[config.mk]
export PLATFORM = sky130hd
export DESIGN_NAME = boss_ctrl
export DESIGN_NICKNAME = d
export VERILOG_FILES = /design/src/rtl/boss_ctrl.sv
export SDC_FILE = /design/constraint.sdc
export NUM_CORES = 1
export LEC_CHECK = 0
export BUFFER_PORTS_ARGS = -buffer_cell sky130_fd_sc_hd__buf_2
export CORE_ASPECT_RATIO = 0.6
export CORE_MARGIN = 3
export CORE_UTILIZATION = 45
export DETAILED_ROUTE_END_ITERATION = 7
export PLACE_DENSITY_LB_ADDON = 0.2
export SLEW_MARGIN = 10
export SYNTH_ARGS = -nofsm -noshare
export SYNTH_HDL_FRONTEND = slang
export SYNTH_SLANG_ARGS = --single-unit
export TNS_END_PERCENT = 20
[constraint.sdc]
create_clock -name clk -period 2.8 [get_ports clk]
set_input_delay 0.56 -clock clk [delete_from_list [all_inputs] [get_ports clk]]
set_output_delay 0.56 -clock clk [all_outputs]
set_load 0.005 [all_outputs]
[src/rtl/boss_ctrl.sv]
// boss_ctrl: stage-3 boss movement, animation, attack, damage and death sequencing
module boss_ctrl #(
    parameter int X_INIT        = 155,
    parameter int Y_INIT        = 20,
    parameter int X_MIN         = 0,
    parameter int X_MAX         = 310,
    parameter int SPEED         = 2,
    parameter int HP_INIT       = 8,
    parameter int ANIM_DIV      = 8,
    parameter int ATTACK_PERIOD = 120,
    parameter int HURT_TICKS    = 16
) (
    input  logic       clk,
    input  logic       rst_n,
    input  logic [3:0] state,
    input  logic       frame_tick,
    input  logic       hit,
    output logic [8:0] boss_x,
    output logic [8:0] boss_y,
    output logic [3:0] boss_state,
    output logic [3:0] boss_hp,
    output logic       boss_dead,
    output logic       fire,
    output logic [8:0] fire_x,
    output logic [8:0] fire_y
);
    typedef enum logic [2:0] {OFF, MOVE, ATTACK, HURT, DYING, DEAD} fsm_t;

    localparam logic [7:0] A_LAST = 8'(ANIM_DIV - 1);
    localparam logic [7:0] P_LAST = 8'(ATTACK_PERIOD - 1);
    localparam logic [7:0] H_LAST = 8'(HURT_TICKS - 1);
    localparam logic [9:0] XMAX10 = 10'(X_MAX);
    localparam logic [9:0] XLEFT10 = 10'(X_MIN + SPEED);
    localparam logic [9:0] SPEED10 = 10'(SPEED);

    fsm_t       fsm, fsm_n;
    logic [8:0] x, x_n;
    logic       dir, dir_n;
    logic [3:0] bs, bs_n, hp, hp_n;
    logic [7:0] anim, anim_n, at, at_n, hc, hc_n;
    logic       dead, dead_n, fire_r, fire_n;
    logic       wrap;
    logic [7:0] anim_inc;

    assign wrap       = anim == A_LAST;
    assign anim_inc   = wrap ? 8'd0 : anim + 8'd1;
    assign boss_x     = x;
    assign boss_y     = 9'(Y_INIT);
    assign boss_state = bs;
    assign boss_hp    = hp;
    assign boss_dead  = dead;
    assign fire       = fire_r;
    assign fire_x     = x + 9'd4;
    assign fire_y     = 9'(Y_INIT) + 9'd10;

    // State register; reset and stage-exit both land on the same values
    always_ff @(posedge clk or negedge rst_n) begin
        if (!rst_n) begin
            fsm    <= OFF;
            x      <= 9'(X_INIT);
            dir    <= 1'b1;
            bs     <= 4'd0;
            hp     <= 4'(HP_INIT);
            anim   <= 8'd0;
            at     <= 8'd0;
            hc     <= 8'd0;
            dead   <= 1'b0;
            fire_r <= 1'b0;
        end else begin
            fsm    <= fsm_n;
            x      <= x_n;
            dir    <= dir_n;
            bs     <= bs_n;
            hp     <= hp_n;
            anim   <= anim_n;
            at     <= at_n;
            hc     <= hc_n;
            dead   <= dead_n;
            fire_r <= fire_n;
        end
    end

    // Next state: stage exit first, then a damaging hit (which swallows any tick), then per-state tick handling
    always_comb begin
        fsm_n  = fsm;
        x_n    = x;
        dir_n  = dir;
        bs_n   = bs;
        hp_n   = hp;
        anim_n = anim;
        at_n   = at;
        hc_n   = hc;
        dead_n = dead;
        fire_n = 1'b0;
        if (state != 4'd6) begin
            fsm_n  = OFF;
            x_n    = 9'(X_INIT);
            dir_n  = 1'b1;
            bs_n   = 4'd0;
            hp_n   = 4'(HP_INIT);
            anim_n = 8'd0;
            at_n   = 8'd0;
            hc_n   = 8'd0;
            dead_n = 1'b0;
        end else if (hit && (fsm == MOVE || fsm == ATTACK)) begin
            at_n   = 8'd0;
            anim_n = 8'd0;
            hc_n   = 8'd0;
            hp_n   = hp > 4'd1 ? hp - 4'd1 : 4'd0;
            fsm_n  = hp > 4'd1 ? HURT : DYING;
            bs_n   = hp > 4'd1 ? 4'd4 : 4'd10;
        end else begin
            case (fsm)
                OFF: fsm_n = MOVE;
                MOVE: if (frame_tick) begin
                    if (at == P_LAST) begin
                        at_n   = 8'd0;
                        anim_n = 8'd0;
                        fsm_n  = ATTACK;
                        bs_n   = 4'd6;
                    end else begin
                        at_n   = at + 8'd1;
                        anim_n = anim_inc;
                        bs_n   = wrap ? {2'b00, bs[1:0] + 2'd1} : bs;
                        if (dir) begin
                            x_n   = {1'b0, x} + SPEED10 >= XMAX10 ? 9'(X_MAX) : x + 9'(SPEED);
                            dir_n = !({1'b0, x} + SPEED10 >= XMAX10);
                        end else begin
                            x_n   = {1'b0, x} < XLEFT10 ? 9'(X_MIN) : x - 9'(SPEED);
                            dir_n = {1'b0, x} < XLEFT10;
                        end
                    end
                end
                ATTACK: if (frame_tick) begin
                    anim_n = anim_inc;
                    if (wrap) begin
                        fsm_n  = bs == 4'd9 ? MOVE : ATTACK;
                        bs_n   = bs == 4'd9 ? 4'd0 : bs + 4'd1;
                        fire_n = bs == 4'd7;
                    end
                end
                HURT: if (frame_tick) begin
                    hc_n   = hc == H_LAST ? 8'd0 : hc + 8'd1;
                    anim_n = 8'd0;
                    fsm_n  = hc == H_LAST ? MOVE : HURT;
                    bs_n   = hc == H_LAST ? 4'd0 : (bs == 4'd4 ? 4'd5 : 4'd4);
                end
                DYING: if (frame_tick) begin
                    anim_n = anim_inc;
                    if (wrap) begin
                        fsm_n  = bs == 4'd13 ? DEAD : DYING;
                        dead_n = bs == 4'd13;
                        bs_n   = bs == 4'd13 ? bs : bs + 4'd1;
                    end
                end
                default: ;
            endcase
        end
    end
endmodule

==> metrics.md <==
| Metric | Value |
|---|---|
| Final cell count without fillers | `542` |
| Gr ovfl total | `0` |
| XOR/XNOR share of the synthesized area | `0.04401` |
| Final Hold Fails | `0` |
| Initial Util | `0.4791` |
| Worst-margin pin slew | `0.6162 ns` |
| Largest net degree at the start of global routing | `48` |
| H-tree lvl count | `2` |
| Worst setup SP type | `flop` |
| Kind of critical path | `flop to flop` |
| Filler cell count | `714` |
| Max Clk Rate | `393.1 MHz` |
| Post-synth top area cell | `dfrtp_1` |
| DRC viols | `0` |
| TNS Setup | `0 ns` |
| Clock Skew | `0.003195 ns` |
| Die W | `121.2 um` |
| Dpl cells | `534` |
| WL per Instance | `16.45 um` |
| Post-Syn Instances | `409` |
| Ys Warns | `0` |
| PwrDens | `346.5 nW/um^2` |
| Most frequent cell after synthesis | `dfrtp_1` |
| Reg2reg setup slack | `0.26 ns` |
| Syn_area_per_cell | `8.758 um^2` |
| Vias in the first global route | `2735` |
| Ys flop type | `dfrtp_1` |
| Share of cells above drive strength 1 | `0.1941` |
| Clock sink total | `47` |
| Core area | `7477 um^2` |
| DR vias/cell | `5.734` |
| Reg clk slew, reported paths | `0.06 ns` |
| Critical path arrival | `2.75 ns` |
| Unrepaired setup endpoints after global routing | `no` |
| Hold buffers post-CTS | `0` |
| Routability cong. | `0.9445` |
| Setup bufs post-CTS | `0` |
| Critical path required time | `3.01 ns` |
| #FFs+latches synth | `47` |
| Status | `completed` |
| Synth Area in Simple Gates | `0.2655` |
| Internal power | `1.034 mW` |
| Tot Pwr | `1.355 mW` |
| Post-synth EDFFs | `0` |
| CTS tree | `yes` |
| Antenna viol nets, final | `0` |
| Clock root buffer master | `clkbuf_16` |
| Area Growth Syn to Fin | `9.186%` |
| Post-Synth Adder-Cell Area | `0.04541` |
| Combinational Power Share | `0.055` |
| Num ports | `54` |
| VDD IR max | `0.2087 mV` |
| Worst min path class | `input port to async pin` |
| CP Max Fanout | `7` |
| CTS max path bufs | `2` |
| Leakage | `1.602 nW` |
| Detailed placement HPWL | `6.650 mm` |
| Fraction of synthesized area in multiplexers | `0.01432` |
| Max-slew violations | `0` |
| Met2 WL post-DR | `3.330 mm` |
| Synth top cells by count | `dfrtp_1 (40), nor2_1 (33), nand2_1 (31)` |
| DR iter-0 viols | `265` |
| # Max-Cap Violations | `0` |
| Global-route wire length before repair | `14.68 mm` |
| Final worst path period share | `0.9085` |
| Async SR Flop Fraction | `1.000` |
| Fin crit period | `2.544 ns` |
| Clk network pwr share | `0.438` |
| Initial antenna violation count | `0` |
| Final setup fails | `0` |
| Nets | `458` |
| Unique cell type count in the Yosys netlist | `80` |
| Register area share after synthesis | `0.3308` |
| Ant diodes | `0` |
| Synth area leaders | `dfrtp_1 (28%), dfstp_2 (5.1%), buf_4 (4.8%)` |
| Post-layout util | `0.5231` |
| Total wire length | `8.915 mm` |
| Met1 wire length | `4.945 mm` |
| Post-Syn Area | `3582 um^2` |
| Clk Latency, worst-skew pair | `0.29 ns` |
| DR pass1 iterations | `4` |
| Sw frac | `0.2373` |
| Relative max-transition margin | `0.5877` |
| Top-area cell type share of the netlist area | `0.2794` |
| CTS buffer count | `5` |
| Die area | `9102 um^2` |
| Post-layout worst setup margin | `0.2563 ns` |
| Via Count | `3108` |
| Pre-CTS setup slack | `0.2853 ns` |
| Rows | `24` |
| Met3 Wirelength | `574 um` |
| Reg power frac | `0.506` |
| Port bufs | `35` |
| Dominant combinational cell family by area after synthesis | `simple AND/OR/NAND/NOR gates` |
| Complex-gate fraction of the synthesized area | `0.2096` |
| DIE HEIGHT | `75.11 um` |
| Top sig layer | `met4` |
| GRT Util Overall | `0.2052` |
| Post-CTS resize count | `0` |
| Nature of the critical path endpoint | `flop` |
| P_sw | `321.7 uW` |
-- logic make-up after synthesis --
group / count (synthesis)
compound gates: 105
buf+inv: 56
other cells: 2
simple gates: 163
xor+xnor: 18
flops: 47
fa+ha+maj: 13
mux: 5
-- cells in the final DEF, fill, tap and decap left out, types with 7 or more instances in the layout --
cell	n
a21oi_1	19
and3_1	9
buf_2	35
buf_4	11
conb_1	18
dfrtp_1	40
dfstp_2	7
ha_1	13
inv_1	14
nand2_1	31
nand3_1	19
nor2_1	33
nor2b_1	8
nor3_1	9
o21ai_0	24
xnor2_1	9
xor2_1	9
-- state kept, by name, summed over array words and instances (netlist names) --
signal      flops
fsm             3
at              8
anim            8
hc              8
boss_state      4
fire            1
dir             1
boss_hp         4
boss_x          9
boss_dead       1
-- layer usage --
| metal | vias to the layer above | GRT usage |
|---|---|---|
| met3 | 7 | 0.04354 |
| met4 | 0 | 0.04099 |
| met2 | 111 | 0.2700 |
| met1 | 1479 | 0.3361 |
| met5 | - | 0 |
| li1 | 1511 | - |
-- worst paths after layout --
kind,from,to,cells after the start
setup / recovery,boss_x[2],boss_x[1],8
hold / removal,rst_n,hc[3],2
setup reg to reg,boss_x[2],boss_x[1],8
hold reg to reg,hc[7],hc[7],1
max in group asynchronous,rst_n,anim[5],2
min in group clk,hc[7],hc[7],1
-- power groups by stage --
stage               registers [mW]  clock network (mW)  logic (mW)
finish                       0.686               0.594      0.0751
floorplan                    0.696                   0      0.0607
global route                 0.686               0.639      0.0849
global placement             0.698                   0      0.0739
CTS                          0.686               0.609      0.0754
detailed placement           0.698                   0      0.0754
-- worst max-delay path: stages (launching register included) --
cell and delay (ns):
dfrtp_1 0.48, inv_1 0.19, ha_1 0.25, nor3b_1 0.45
nand2_1 0.14, nor3_1 0.22, nand2_1 0.19, a2111oi_1 0.45
a31oi_1 0.08
-- through the flow --
| stage | hold WS, ns | instance area, um^2 |
|---|---|---|
| 6_report | 0.3613 | 3911 |
| 5_1_grt | 0.4161 | 3911 |
| 3_3_place_gp | 0.4711 | 3770 |
| 2_1_floorplan | 0.2644 | 3642 |
| 3_5_place_dp | 0.4802 | 3770 |
| 4_1_cts | 0.3847 | 3911 |
-- layout make-up --
| class | count | area [um^2] | share of cell area |
|---|---|---|---|
| Clock buffer | 6 | 128.9 | 0.03295 |
| Tap cell | 104 | 130.1 | 0.03327 |
| Timing Repair Buffer | 46 | 257.7 | 0.06590 |
| Multi-Input combinational cell | 322 | 2141 | 0.5473 |
| Sequential cell | 47 | 1185 | 0.3029 |
| Clock inverter | 2 | 12.51 | 0.003199 |
| Inverter | 15 | 56.30 | 0.01440 |
No activity file was read; power rests on OpenSTA's default activity.
